`src/rtl/demux1to16_seq.sv`:
```
// rtl/demux1to16_seq.sv - sequential 1-to-16 demultiplexer rebuilding a 16-bit frame from a serial lane; optional DEMUX_ADDR_MODE_EN adds S16/Load addressed capture
module demux1to16_seq #(
   parameter logic [0:15] RESET_VAL = 16'h0000
) (
   input  logic        Clock,
   input  logic        Reset,
   input  logic        f,
   input  logic        En,
   input  logic        Sync,
`ifdef DEMUX_ADDR_MODE_EN
   input  logic [3:0]  S16,
   input  logic        Load,
`endif
   output logic [0:15] W,
   output logic [3:0]  Sel,
   output logic        Done
);

   logic [3:0]  sel_q,  sel_d;
   logic [0:15] stg_q,  stg_d;
   logic [0:15] w_q,    w_d;
   logic        done_q, done_d;
   logic [3:0]  wr_idx;

   // Pick the capture index: counter normally, S16 when addressed capture is requested
   always_comb begin
      wr_idx = sel_q;
`ifdef DEMUX_ADDR_MODE_EN
      if (Load) begin
         wr_idx = S16;
      end
`endif
   end

   // Next-state: Sync realigns the frame, En captures one bit and publishes on index 15
   always_comb begin
      sel_d  = sel_q;
      stg_d  = stg_q;
      w_d    = w_q;
      done_d = 1'b0;
      if (Sync) begin
         stg_d = RESET_VAL;
         sel_d = 4'd0;
         if (En) begin
            stg_d[0] = f;
            sel_d    = 4'd1;
         end
      end else if (En) begin
         stg_d[wr_idx] = f;
         sel_d         = wr_idx + 4'd1;
         if (wr_idx == 4'd15) begin
            // The new bit goes straight into W[15]; the staged copy is not yet visible
            w_d    = {stg_q[0:14], f};
            done_d = 1'b1;
         end
      end
   end

   // State registers with synchronous active-high reset
   always_ff @(posedge Clock) begin
      if (Reset) begin
         sel_q  <= 4'd0;
         stg_q  <= RESET_VAL;
         w_q    <= RESET_VAL;
         done_q <= 1'b0;
      end else begin
         sel_q  <= sel_d;
         stg_q  <= stg_d;
         w_q    <= w_d;
         done_q <= done_d;
      end
   end

   assign W    = w_q;
   assign Sel  = sel_q;
   assign Done = done_q;

endmodule
```
`config.mk`:
```
export PLATFORM = sky130hd
export DESIGN_NAME = demux1to16_seq
export DESIGN_NICKNAME = d
export VERILOG_FILES = /design/src/rtl/demux1to16_seq.sv
export SDC_FILE = /design/constraint.sdc
export NUM_CORES = 1
export LEC_CHECK = 0
export ABC_CLOCK_PERIOD_IN_PS = 1460
export BUFFER_PORTS_ARGS = -buffer_cell sky130_fd_sc_hd__buf_2
export CAP_MARGIN = 0
export CORE_ASPECT_RATIO = 0.5
export CORE_MARGIN = 5
export CORE_UTILIZATION = 41
export DETAILED_ROUTE_END_ITERATION = 16
export GPL_TIMING_DRIVEN = 1
export PLACE_DENSITY = 0.68
export SYNTH_ARGS = -nofsm -noshare
export SYNTH_HDL_FRONTEND = slang
export SYNTH_SLANG_ARGS = --single-unit
```
`constraint.sdc`:
```
create_clock -name Clock -period 1.46 [get_ports Clock]
set_input_delay 0.073 -clock Clock [delete_from_list [all_inputs] [get_ports Clock]]
set_output_delay 0.073 -clock Clock [all_outputs]
set_load 0.01 [all_outputs]
```
# Word level (Yosys, flattened, before mapping)
# Index checks and enable logic that the tools add are counted.
# word_totals
register_bits	37
out_inout_bits	21
# classes
n_addsub	1
order_cmp	2
n_eq_ne	1
muxes	10
bitwise	3
reduce_logical	5
# op_table
cell	count
2-to-1 mux 16 bit	2
bitwise mux 16 bit	1
2-to-1 mux 4 bit	2
>= comparator 5 bit (second input constant)	1
less-than comparator 5 x 1 -> 1 bit (second input constant)	1
inverter 4 -> 5 bit	1
adder 4 x 1 -> 4 bit (second input constant)	1
demux 1 bit (select 4 bit)	1
== test 4 bit (second input constant)	1
2-to-1 mux 1 bit	4
AND reduction 3 bit	1
OR reduction 3 bit	1
inverter 1 bit	2
nonzero test 2 bit	1
OR reduction 2 bit	1
logical AND 1 bit	1

# Logic depth before layout (Yosys ltp)
# Gate-level depths: netlist (run 1).
# logic_depth
depth_word	8
ltp_mapped	5

# Worst setup path before layout (run 1)
# OpenSTA, ideal clock, no wires.
# synth_path
path_type	reg-to-reg
from	register sel_q[1] (netlist: Sel[1])
to	register w_q (netlist bit W[0])
setup_ns	0.072
t_arrival_ns	1.498
path_slack_ns	-0.109
path_stages_with_launch	6
n_path_buf	1
period_less_slack_ns	1.569
cell_sequence	dfxtp_1 > ha_1 > nand2_1 > nor3_4 > buf_6 > mux2i_1
# synth_via
elab_chain_cells	2
# synth_rtl
item	line_no	source
start, declared	19	logic [3:0] sel_q, sel_d;
start signal, assigned	67	sel_q <= sel_d;
== test 4 bit	51	if (wr_idx == 4'd15) begin
AND reduction 3 bit (no line)	--	
end signal, assigned	69	w_q <= w_d;
end, declared	21	logic [0:15] w_q, w_d;
# No other way between the ends.
# A chain may end at the register's enable or synchronous reset.

# Worst setup path in the final report (run 1)
# layout_path
from	register sel_q[1] (netlist: Sel[1])
to	register w_q (netlist bit W[10])
# Same word-level chain as after synthesis.

==> results of run 1 <==
==> cell type report <==
class                   instances  area, sq um
clock buffers                   6         82.6
clock inverters                 2         10.0
fillers                       371         1920
inverters                       4         15.0
multi-input cells             116          858
flip-flops and latches         36          726
well taps                      54         67.6
repair buffers                 33          185
==> sequential cells by signal (all words and copies together), names as in the netlist <==
register / cells
Sel: 4
W: 16
stg_q: 15
Done: 1
==> worst min-delay path by stage <==
stage | cells after the start | endpoint | slack, ps
global placement | 2 | Done$_SDFF_PP0_ | 370
floorplan | 1 | Done$_SDFF_PP0_ | 150
CTS | 2 | Done$_SDFF_PP0_ | 50
global route | 2 | Done$_SDFF_PP0_ | 60
finish | 2 | Done$_SDFF_PP0_ | 50
detailed placement | 2 | Done$_SDFF_PP0_ | 360
==> what timing repair did <==
item	CTS	global route
hold buffers	0	0
buffers inserted	0	0
gates resized for setup	0	2
hold endpoints to repair	0	0
endpoints found under the setup margin	0	1
==> cells by family (layout without fill, tap and decap cells) <==
family,after synthesis,in the layout
multiplexers,28,28
AO/OA/AOI/OAI,11,11
buffers and inverters,15,45
adder cells (fa/ha/maj),4,4
XOR/XNOR,2,2
AND/OR/NAND/NOR,71,71
flip-flops,36,36
==> critical path, stage by stage (launching register included) <==
cell,delay [ps]
dfxtp_2,390
ha_4,170
nand2_2,80
nor3_4,230
buf_4,190
mux2i_2,220
==> synth_stat cells (all sizes together), types with 2 or more instances <==
cell type / instances
ha: 4
xor2: 2
inv: 4
buf: 4
clkbuf: 7
dfxtp: 36
nand2b: 32
nand4: 7
nor2: 15
nand4b: 8
mux2i: 28
o21ai: 4
nand2: 4
a21oi: 5
or2: 2
==> through the flow <==
stage	hold slack, ps	setup WS, ps	area [sq um]
after floorplan	152	2.33	1640
after global placement	369	182	1850
after detailed placement	360	122	1850
after CTS	49.4	99.4	1940
after global routing	58.3	6.17	1940
final	53.1	107	1940
==> power by group through the flow <==
| stage | sequential, mW | clock, mW | combinational, mW |
|---|---|---|---|
| global placement | 1.01 | 0 | 0.0914 |
| global route | 0.992 | 0.803 | 0.101 |
| finish | 0.991 | 0.734 | 0.0946 |
| floorplan | 1.02 | 0 | 0.0584 |
| CTS | 0.992 | 0.747 | 0.0932 |
| detailed placement | 1.01 | 0 | 0.0931 |
==> routing by layer <==
metal / part of all wire / track usage
met1: 0.50 / 0.160
met2: 0.44 / 0.209
met3: 0.054 / 0.0483
met4: 0.0042 / 0.0726
met5: 0 / 0
==> out/qor.yml, run 1 <==
cells_and_area:
  nets: 205
  layout_commonest_cell: "dfxtp_1"
  diodes: 0
  final_util: 0.503
  drive_gt1_frac: 0.244
  mostFrequentLayoutCells: "dfxtp_1 (34), nand2b_1 (32), mux2i_1 (27)"
  fin_cells: 251
  syn2layout_area_growth_pct: 19.6
hold_path:
  hp-class: "in -> reg"
  hold_start: "Sync"
detailed_routing:
  drt_pre_antenna_iters: 4
  ant_nets: 0
  vias_per_cell: 4.95
  drc: 0
  num_vias: 1243
  wl_per_cell_um: 13.2
  first_iter_violations: 38
  wirelength_um: 3310
placed_design:
  gp_congestion: 0.777
  placedCellCount: 243
  dp_hpwl_um: 2300
  io_buffers: 25
logic_synthesis:
  synth_area_leaders: "dfxtp_1 (44%), mux2i_1 (17%), nand2b_1 (12%)"
  synth_top_area_frac: 0.443
  synth_seq_cells: 36
  synth_edf_count: 0
  syn_nets: 176
  synthXorXnorAreaFrac: 0.0108
  synth-compound-area-share: 0.0385
  yosys.area_share.simple: 0.264
  synth_top_family_by_area: "simple AND/OR/NAND/NOR gates"
  muxShareOfSynthArea: 0.172
  synth_fa_ha_area_frac: 0.0308
  synth_area_leader_cell: "dfxtp_1"
  ys.flop_type: "dfxtp_1"
  async_flop_share: 0
  syn_avg_cell_area_sq_um: 9.73
  syn_area_sq_mm: 0.00163
  netlist_instances: 167
  ys_seq_area_frac: 0.443
  ys_warn_count: 0
  synth_cell_types: 23
die:
  die_height_um: 54.5
  core_sq_mm: 0.00386
  core.rowCount: 16
  io_pins: 26
  die_w_um: 99.0
  die_area_sq_mm: 0.00540
  initial_core_util: 0.421
setup_path:
  cp-endpoint: "W[10]$_SDFFE_PP0P_"
  worstPathMaxFanout: 6
  cp-startpoint: "Sel[1]$_SDFFE_PP0P_"
  critPathKind: "reg -> reg"
  worstPathArrival_ps: 1570
  required_ps: 1680
  rr_endpoint: "W[10]$_SDFFE_PP0P_"
  crit_path_end_kind: "flip-flop"
  regToRegStartpoint: "Sel[1]$_SDFFE_PP0P_"
  rr_worst_depth: 5
  r2r_slack_ps: 110
  cp-start-kind: "flip-flop"
pwr:
  comb_power_share: 0.052
  clkPwrFrac: 0.403
  irDropWorstVdd_mv: 0.358
  power_frac_seq: 0.545
  p_sw_frac: 0.232
  power_density_mw_per_mm2: 936
  internal_power_mw: 1.40
  power_mw: 1.82
  switchingPower_mw: 0.422
  p_leak_nw: 0.795
sta:
  slew_viol_final: 0
  slew_headroom: 0.774
  rsz0062_at_grt: "false"
  fin_skew_ps: 2.86
  hold_viol: 0
  setup_violations: 0
  tightestPinTransition_ps: 337
  timing.final.crit_share: 0.926
  fin_crit_ps: 1350
  tns_ps: 0
  fmax_mhz: 739
clock_tree:
  htreeDepth: 2
  insertion_delay_ps: 290
  clkSinkCount: 36
  path_clk_slew_ps: 70
  cts_buffers: 5
  clockRootBuffer: "clkbuf_8"
  tritoncts: "done"
  clockBufferDepth: 2
global_route:
  grt_max_degree: 27
  gr-usage-all-layers: 0.132
  grt_pass1_vias: 1135
  overflow: 0
  grt_pass1_wl_um: 5420
  antenna_found_initial: 0
run_status:
  status: "complete, no violations"
run:
  maxCapViolations: 0
No activity file was read; power rests on OpenSTA's default activity.
==> run 2, diff against run 1 <==
--- a/config.mk
+++ b/config.mk
@@ -12,8 +12,9 @@
 export CORE_MARGIN = 5
 export CORE_UTILIZATION = 41
 export DETAILED_ROUTE_END_ITERATION = 16
+export GPL_ROUTABILITY_DRIVEN = 1
 export GPL_TIMING_DRIVEN = 1
-export PLACE_DENSITY = 0.68
+export PLACE_DENSITY = 0.67
 export SYNTH_ARGS = -nofsm -noshare
 export SYNTH_HDL_FRONTEND = slang
 export SYNTH_SLANG_ARGS = --single-unit
==> out/qor.yml, run 2 (same netlist as run 1, synthesis figures left out) <==
pwr:
  p_leak_nw: 0.794
  irDropWorstVdd_mv: 0.523
  power_mw: 1.83
  power_density_mw_per_mm2: 942
sta:
  fin_skew_ps: 5.46
  timing.final.crit_share: 0.930
  fmax_mhz: 737
  hold_viol: 0
  setup_violations: 0
  tns_ps: 0
  slew_viol_final: 0
  rsz0062_at_grt: "false"
  tightestPinTransition_ps: 332
  slew_headroom: 0.778
  fin_crit_ps: 1360
  layout_setup_ws_ps: 102
  holdWs_ps: 66.3
placed_design:
  dp_hpwl_um: 2250
  dpl_cell_area_sq_mm: 0.00185
  io_buffers: 25
  pre_cts_ws_ps: 90.4
  gp_congestion: 0.854
cells_and_area:
  diodes: 0
  nets: 205
  mostFrequentLayoutCells: "dfxtp_1 (34), nand2b_1 (32), mux2i_1 (28)"
  drive_gt1_frac: 0.235
  largest_reg_flops: 16
  stdcell_area_sq_mm: 0.00195
  syn2layout_area_growth_pct: 19.7
  n_fill_cell: 380
  layout_commonest_cell: "dfxtp_1"
global_route:
  overflow: 0
  grt_max_degree: 27
  grt_pass1_vias: 1154
  grt_pass1_wl_um: 5370
  antenna_found_initial: 0
  gr-usage-all-layers: 0.127
detailed_routing:
  first_iter_violations: 35
  wl_per_cell_um: 12.5
  vias_per_cell: 4.77
  drt_pre_antenna_iters: 4
  wirelength_um: 3130
  drc: 0
  num_vias: 1193
  ant_nets: 0
clock_tree:
  cts_buffers: 5
  hold_buffers: 0
  insertion_delay_ps: 280
  clockRootBuffer: "clkbuf_8"
  clkSinkCount: 36
  htreeDepth: 2
  clockBufferDepth: 2
  cts-resized-gates: 0
  post-cts-setup-buffers: 0
  tritoncts: "done"
  path_clk_slew_ps: 70
die:
  die_area_sq_mm: 0.00540
  io_pins: 26
  core.rowCount: 16
  core_sq_mm: 0.00386
  die_height_um: 54.5
  die_w_um: 99.0
  initial_core_util: 0.421
setup_path:
  cp-startpoint: "Sel[1]$_SDFFE_PP0P_"
  crit_path_end_kind: "flip-flop"
  critPathKind: "reg -> reg"
  required_ps: 1680
  cp-start-kind: "flip-flop"
  worstPathArrival_ps: 1570
  regToRegStartpoint: "Sel[1]$_SDFFE_PP0P_"
  r2r_slack_ps: 100
  worstPathMaxFanout: 6
  rr_worst_depth: 5
run:
  maxCapViolations: 0
run_status:
  status: "complete, no violations"
hold_path:
  hp-class: "in -> reg"
  min_delay_path_depth: 2
  hold_start: "Sync"
[run 2: metal layers]
metal | track usage | routed length [um] | vias to the layer above
met1 | 0.158 | 1610 | 548
met5 | 0 | 0 | -
met4 | 0.0476 | 16 | 0
met2 | 0.210 | 1380 | 15
li1 | - | - | 627
met3 | 0.0420 | 124 | 3
[run 2: per-stage QoR]
stage	utilization	std cells
floorplan	-	167
global placement	0.478	243
detailed placement	0.478	243
CTS	0.503	250
global route	0.504	250
finish	0.504	250
[run 2: critical path, cell delays in order, from the launching register on]
cell and delay [ps]:
dfxtp_2 390, ha_4 170, nand2_2 90, nor3_4 250, buf_4 200, mux2i_1 190
[run 2: path summary, 6_finish.rpt]
| kind | endpoint |
|---|---|
| worst max-delay path | W[8]$_SDFFE_PP0P_ |
| worst min register to register | W[11]$_SDFFE_PP0P_ |
| worst max register to register | W[8]$_SDFFE_PP0P_ |
| worst min-delay path | Done$_SDFF_PP0_ |
[run 2: power breakdown]
part	internal, mW	switching (mW)	leakage (nW)
logic	0.0359	0.0559	0.452
registers	0.987	0.00549	0.291
clock network	0.420	0.328	0.0503
[run 2: final cells by class]
cell class,instances,area [sq um],share of cell area
Clock buffer,7,96.3,0.0495
Inverter,4,15.0,0.00772
Multi-Input combinational cell,116,855,0.439
Tap cell,54,67.6,0.0347
Timing Repair Buffer,33,189,0.0971
Sequential cell,36,723,0.372
